**config.mk**
```make
export PLATFORM = sky130hd
export DESIGN_NAME = byte_mem_arbiter
export DESIGN_NICKNAME = d
export VERILOG_FILES = /design/src/rtl/byte_mem_arbiter_pkg.sv /design/src/rtl/byte_mem_arbiter_rr_arb2.sv /design/src/rtl/byte_mem_arbiter.sv
export SDC_FILE = /design/constraint.sdc
export NUM_CORES = 1
export LEC_CHECK = 0
export ABC_AREA = 0
export ABC_CLOCK_PERIOD_IN_PS = 2650
export CORE_ASPECT_RATIO = 0.5
export CORE_MARGIN = 5
export CORE_UTILIZATION = 36
export DETAILED_ROUTE_END_ITERATION = 8
export HOLD_SLACK_MARGIN = 0.1
export PLACE_DENSITY = 0.7
export REMOVE_ABC_BUFFERS = 1
export SLEW_MARGIN = 20
export SYNTH_ARGS = -nofsm -noshare
export SYNTH_HDL_FRONTEND = slang
export SYNTH_SLANG_ARGS = --single-unit
```
**constraint.sdc**
```tcl
create_clock -name i_clk -period 2.65 [get_ports i_clk]
set_clock_uncertainty 0.05 [all_clocks]
set_input_delay 0.53 -clock i_clk [delete_from_list [all_inputs] [get_ports i_clk]]
set_output_delay 0.53 -clock i_clk [all_outputs]
set_load 0.01 [all_outputs]
```
**src/rtl/byte_mem_arbiter_pkg.sv**
```systemverilog
// Shared types and pin-level constants for the byte-wide memory arbiter.
package byte_mem_pkg;

  typedef enum logic [1:0] {
    IDLE = 2'd0,
    CMD  = 2'd1,
    RESP = 2'd2
  } state_t;

  localparam logic RD     = 1'b1;
  localparam logic WR     = 1'b0;
  localparam logic CS_ON  = 1'b0;
  localparam logic CS_OFF = 1'b1;

endpackage

```
**src/rtl/byte_mem_arbiter_rr_arb2.sv**
```systemverilog
// Combinational 2-way round-robin picker; prio names the client that wins a tie.
module rr_arb2 (
  input  logic       i_req0,
  input  logic       i_req1,
  input  logic       i_prio,
  output logic [1:0] o_grant,
  output logic       o_winner
);

  // Pick the single requester, or the prio client when both ask.
  always_comb begin
    o_grant  = 2'b00;
    o_winner = 1'b0;
    if (i_req0 && i_req1) begin
      o_winner = i_prio;
      o_grant  = i_prio ? 2'b10 : 2'b01;
    end else if (i_req1) begin
      o_winner = 1'b1;
      o_grant  = 2'b10;
    end else if (i_req0) begin
      o_winner = 1'b0;
      o_grant  = 2'b01;
    end else begin
      o_winner = 1'b0;
      o_grant  = 2'b00;
    end
  end

endmodule

```
**src/rtl/byte_mem_arbiter.sv**
```systemverilog
// Two-client round-robin front end for a single byte-wide synchronous memory.
// Each access is one CMD cycle with CS low; reads add one RESP cycle to capture data.
module byte_mem_arbiter
  import byte_mem_pkg::*;
#(
  parameter int ADDRWIDTH = 3
) (
  input  logic                 i_clk,
  input  logic                 i_rst,
  input  logic                 i_req0,
  input  logic                 i_req1,
  input  logic                 i_rw0,
  input  logic                 i_rw1,
  input  logic [ADDRWIDTH-1:0] i_addr0,
  input  logic [ADDRWIDTH-1:0] i_addr1,
  input  logic [7:0]           i_wdata0,
  input  logic [7:0]           i_wdata1,
  output logic                 o_gnt0,
  output logic                 o_gnt1,
  output logic                 o_rvalid0,
  output logic                 o_rvalid1,
  output logic [7:0]           o_rdata0,
  output logic [7:0]           o_rdata1,
  output logic                 o_busy,
  output logic                 o_mem_cs,
  output logic                 o_mem_rw,
  output logic [ADDRWIDTH-1:0] o_mem_addr,
  output logic [7:0]           o_mem_din,
  input  logic [7:0]           i_mem_dout
);

  state_t               r_state;
  logic                 r_prio;
  logic                 r_owner;
  logic                 r_busy;
  logic                 r_gnt0;
  logic                 r_gnt1;
  logic                 r_rvalid0;
  logic                 r_rvalid1;
  logic [7:0]           r_rdata0;
  logic [7:0]           r_rdata1;
  logic                 r_mem_cs;
  logic                 r_mem_rw;
  logic [ADDRWIDTH-1:0] r_mem_addr;
  logic [7:0]           r_mem_din;

  logic [1:0]           w_grant;
  logic                 w_winner;
  logic                 w_rw;
  logic [ADDRWIDTH-1:0] w_addr;
  logic [7:0]           w_wdata;

  rr_arb2 u_arb (
    .i_req0   (i_req0),
    .i_req1   (i_req1),
    .i_prio   (r_prio),
    .o_grant  (w_grant),
    .o_winner (w_winner)
  );

  // Route the winning client's command fields toward the memory pins.
  always_comb begin
    w_rw    = i_rw0;
    w_addr  = i_addr0;
    w_wdata = i_wdata0;
    if (w_winner) begin
      w_rw    = i_rw1;
      w_addr  = i_addr1;
      w_wdata = i_wdata1;
    end else begin
      w_rw    = i_rw0;
      w_addr  = i_addr0;
      w_wdata = i_wdata0;
    end
  end

  // Sequencer: requests are only looked at in IDLE, so clients may move on after gnt.
  always_ff @(posedge i_clk or posedge i_rst) begin
    if (i_rst) begin
      r_state    <= IDLE;
      r_prio     <= 1'b0;
      r_owner    <= 1'b0;
      r_busy     <= 1'b0;
      r_gnt0     <= 1'b0;
      r_gnt1     <= 1'b0;
      r_rvalid0  <= 1'b0;
      r_rvalid1  <= 1'b0;
      r_rdata0   <= 8'h00;
      r_rdata1   <= 8'h00;
      r_mem_cs   <= CS_OFF;
      r_mem_rw   <= RD;
      r_mem_addr <= {ADDRWIDTH{1'b0}};
      r_mem_din  <= 8'h00;
    end else begin
      r_rvalid0 <= 1'b0;
      r_rvalid1 <= 1'b0;
      case (r_state)
        IDLE: begin
          if (w_grant != 2'b00) begin
            r_mem_rw   <= w_rw;
            r_mem_addr <= w_addr;
            r_mem_din  <= w_wdata;
            r_mem_cs   <= CS_ON;
            r_gnt0     <= w_grant[0];
            r_gnt1     <= w_grant[1];
            r_prio     <= ~w_winner;
            r_owner    <= w_winner;
            r_busy     <= 1'b1;
            r_state    <= CMD;
          end
        end
        CMD: begin
          r_mem_cs <= CS_OFF;
          r_gnt0   <= 1'b0;
          r_gnt1   <= 1'b0;
          if (r_mem_rw == RD) begin
            r_busy  <= 1'b1;
            r_state <= RESP;
          end else begin
            r_busy  <= 1'b0;
            r_state <= IDLE;
          end
        end
        RESP: begin
          if (r_owner) begin
            r_rdata1  <= i_mem_dout;
            r_rvalid1 <= 1'b1;
          end else begin
            r_rdata0  <= i_mem_dout;
            r_rvalid0 <= 1'b1;
          end
          r_busy  <= 1'b0;
          r_state <= IDLE;
        end
        default: begin
          r_mem_cs <= CS_OFF;
          r_gnt0   <= 1'b0;
          r_gnt1   <= 1'b0;
          r_busy   <= 1'b0;
          r_state  <= IDLE;
        end
      endcase
    end
  end

  assign o_gnt0     = r_gnt0;
  assign o_gnt1     = r_gnt1;
  assign o_rvalid0  = r_rvalid0;
  assign o_rvalid1  = r_rvalid1;
  assign o_rdata0   = r_rdata0;
  assign o_rdata1   = r_rdata1;
  assign o_busy     = r_busy;
  assign o_mem_cs   = r_mem_cs;
  assign o_mem_rw   = r_mem_rw;
  assign o_mem_addr = r_mem_addr;
  assign o_mem_din  = r_mem_din;

endmodule

```
==> metrics.csv <==
metric;value;unit
outcome;completed;
cp_cell_sequence;clkdlybuf4s50_1;
num_vias;1361;
fmax;510.9;MHz
tns;0;ps
min_path_type;reg2reg;
yosys_warnings;0;
cp.required;2070;ps
fin_crit;1957;ps
clk_latency;290;ps
cts_resized;0;
dp_cells;260;
die_area;5984;um2
drtIter0Drc;37;
ys_ff_latch;38;
antenna-diode-count;0;
portBuffers;69;
cts_buffer_depth;2;
slew_headroom;0.6632;
die_h;57.26;um
grt_pass1_vias;1336;
rsz0062_at_grt;no;
ioPinCount;70;
maxCapViolCount;0;
crit_type;reg2out;
final-instance-count-excl-fill;268;
firstDrtPassIters;6;
core_area;4360;um2
start_util;0.3687;
cts_tree;built;
hpwl;2988;um
cts_max_level;2;
peakVddDrop;482.4;uV
synth-seq-area-share;0.5930;
grt_max_degree;39;
num_rows;17;
slew_violations;0;
postCtsSetupRepairBufs;0;
die_x;104.5;um
critPathLaunchType;register;
synthesis.area;1608;um2
path_clk_slew;80;ps
root_buffer;clkbuf_8;
hold_viol;0;
fillCellCount;389;
crit_path_top_delay_cell;dfstp_2;
cts.hold.buffers_added;0;
drive_above_1_share;0.1611;
route.detailed.drc;0;
grt_pass1_wl;6610;um
clock-sinks;38;
final_core_util;0.5595;
fin_crit_sh;0.7386;
viasPerCell;5.078;
overflow;0;
power.leakage;0.9966;nW
antenna_found_initial;0;
whs;457.6;ps
syn_avg_cell_area;11.48;um2
end_kind;output pin;
layout_commonest_cell;clkdlybuf4s50_1;
final_cell_mix;69 x clkdlybuf4s50_1, 36 x dfrtp_1, 16 x a21oi_1, 16 x mux2_2, 14 x o21ai_0;
tightest_slew;505.1;ps
crit_family;flip-flops;
max_stage_delay;550;ps
place.gp.congestion;0.8210;
netlist_instances;140;
grt_usage;0.1378;
crit_arrival;1380;ps
totalWireLength;4084;um
setup_viol;0;
synth_cell_type_count;25;
post_drt_wl_per_cell;15.24;um
crit_buf_inv;1;
p_per_area;1132;nW/um2
ant_nets;0;
nNetsFinal;246;
numCtsBuffers;5;
syn_to_final_growth;51.75;%
cp_max_fo;3;
==> state kept, by name (all words and copies together) (netlist names) <==
name,flops
o_mem_din,8
o_rdata0,8
o_rdata1,8
o_mem_addr,3
r_state,2
o_busy,1
o_gnt0,1
o_gnt1,1
o_mem_cs,1
o_mem_rw,1
o_rvalid0,1
o_rvalid1,1
r_owner,1
r_prio,1
==> worst paths after layout <==
| path | slack [ps] | start | cells after the start | endpoint |
|---|---|---|---|---|
| max | 690 | o_mem_rw | 1 | o_mem_rw |
| min | 460 | o_rdata1[4] | 1 | o_rdata1[4] |
| min reg2reg | 460 | o_rdata1[4] | 1 | o_rdata1[4] |
| max in group asynchronous | 1570 | i_rst | 3 | o_mem_cs |
| max reg2reg | 1170 | r_state[1] | 3 | o_rdata0[7] |
| min in group asynchronous | 610 | i_rst | 3 | o_rdata1[7] |
==> power breakdown <==
part | total, mW | internal [mW] | switching [mW]
Sequential | 1.06 | 0.880 | 0.178
Combinational | 1.29 | 0.756 | 0.538
Clock | 0.410 | 0.209 | 0.201
Total | 2.76 | 1.85 | 0.917
==> cell type report <==
type,instances,area (um2),area share
flip-flops and latches,38,953.4,0.3908
repair buffers,74,728.2,0.2985
multi-input cells,87,576.8,0.2364
clock buffers,6,82.58,0.03385
well taps,57,71.32,0.02923
inverters,4,15.01,0.006154
clock inverters,2,12.51,0.005128
==> synth_stat cells, drive strengths merged <==
cell / n / area [um2]
a31oi: 13 / 81.33
a211o: 1 / 8.760
or2: 1 / 6.260
and2b: 1 / 7.510
clkbuf: 3 / 11.26
a21oi: 16 / 80.08
nand2b: 1 / 6.260
buf: 8 / 51.29
dfstp: 2 / 52.55
mux2: 16 / 180.2
o21bai: 1 / 7.510
or3: 1 / 6.260
dfrtp: 36 / 900.9
nor3b: 1 / 7.510
a32o: 1 / 10.01
inv: 4 / 15.01
o21ai: 14 / 70.07
nand2: 2 / 7.510
and2: 1 / 8.760
nand3b: 1 / 11.26
nor2: 4 / 17.52
nand3: 12 / 60.06
==> per-layer routing <==
layer  track usage  up-vias  wire length, um  part of all wire
met5             0        -                0                 0
met2        0.2304       40             2073              0.51
met1        0.1628      676             1724              0.42
met4       0.03875        0               42             0.010
met3       0.06215        4              243             0.060
li1              -      641                -                 -
==> per-stage QoR <==
stage | setup WS (ps) | power (mW) | area, um2
2_1_floorplan | 880.6 | 1.645 | 1545
3_3_place_gp | 698.8 | 2.356 | 2345
3_5_place_dp | 654.9 | 2.386 | 2345
4_1_cts | 669.3 | 2.804 | 2440
5_1_grt | 653.0 | 2.952 | 2440
6_report | 692.8 | 2.763 | 2440
==> logic make-up (layout without fill, tap and decap cells) <==
logic type             Yosys count  count (layout)  share of synthesized area
AO/OA/AOI/OAI                   46              46                     0.1603
flip-flops                      38              38                     0.5930
AND/OR/NAND/NOR                 25              25                    0.08640
multiplexers                    16              16                     0.1121
buffers and inverters           15              86                    0.04824
(Power assumes the default switching activity.)
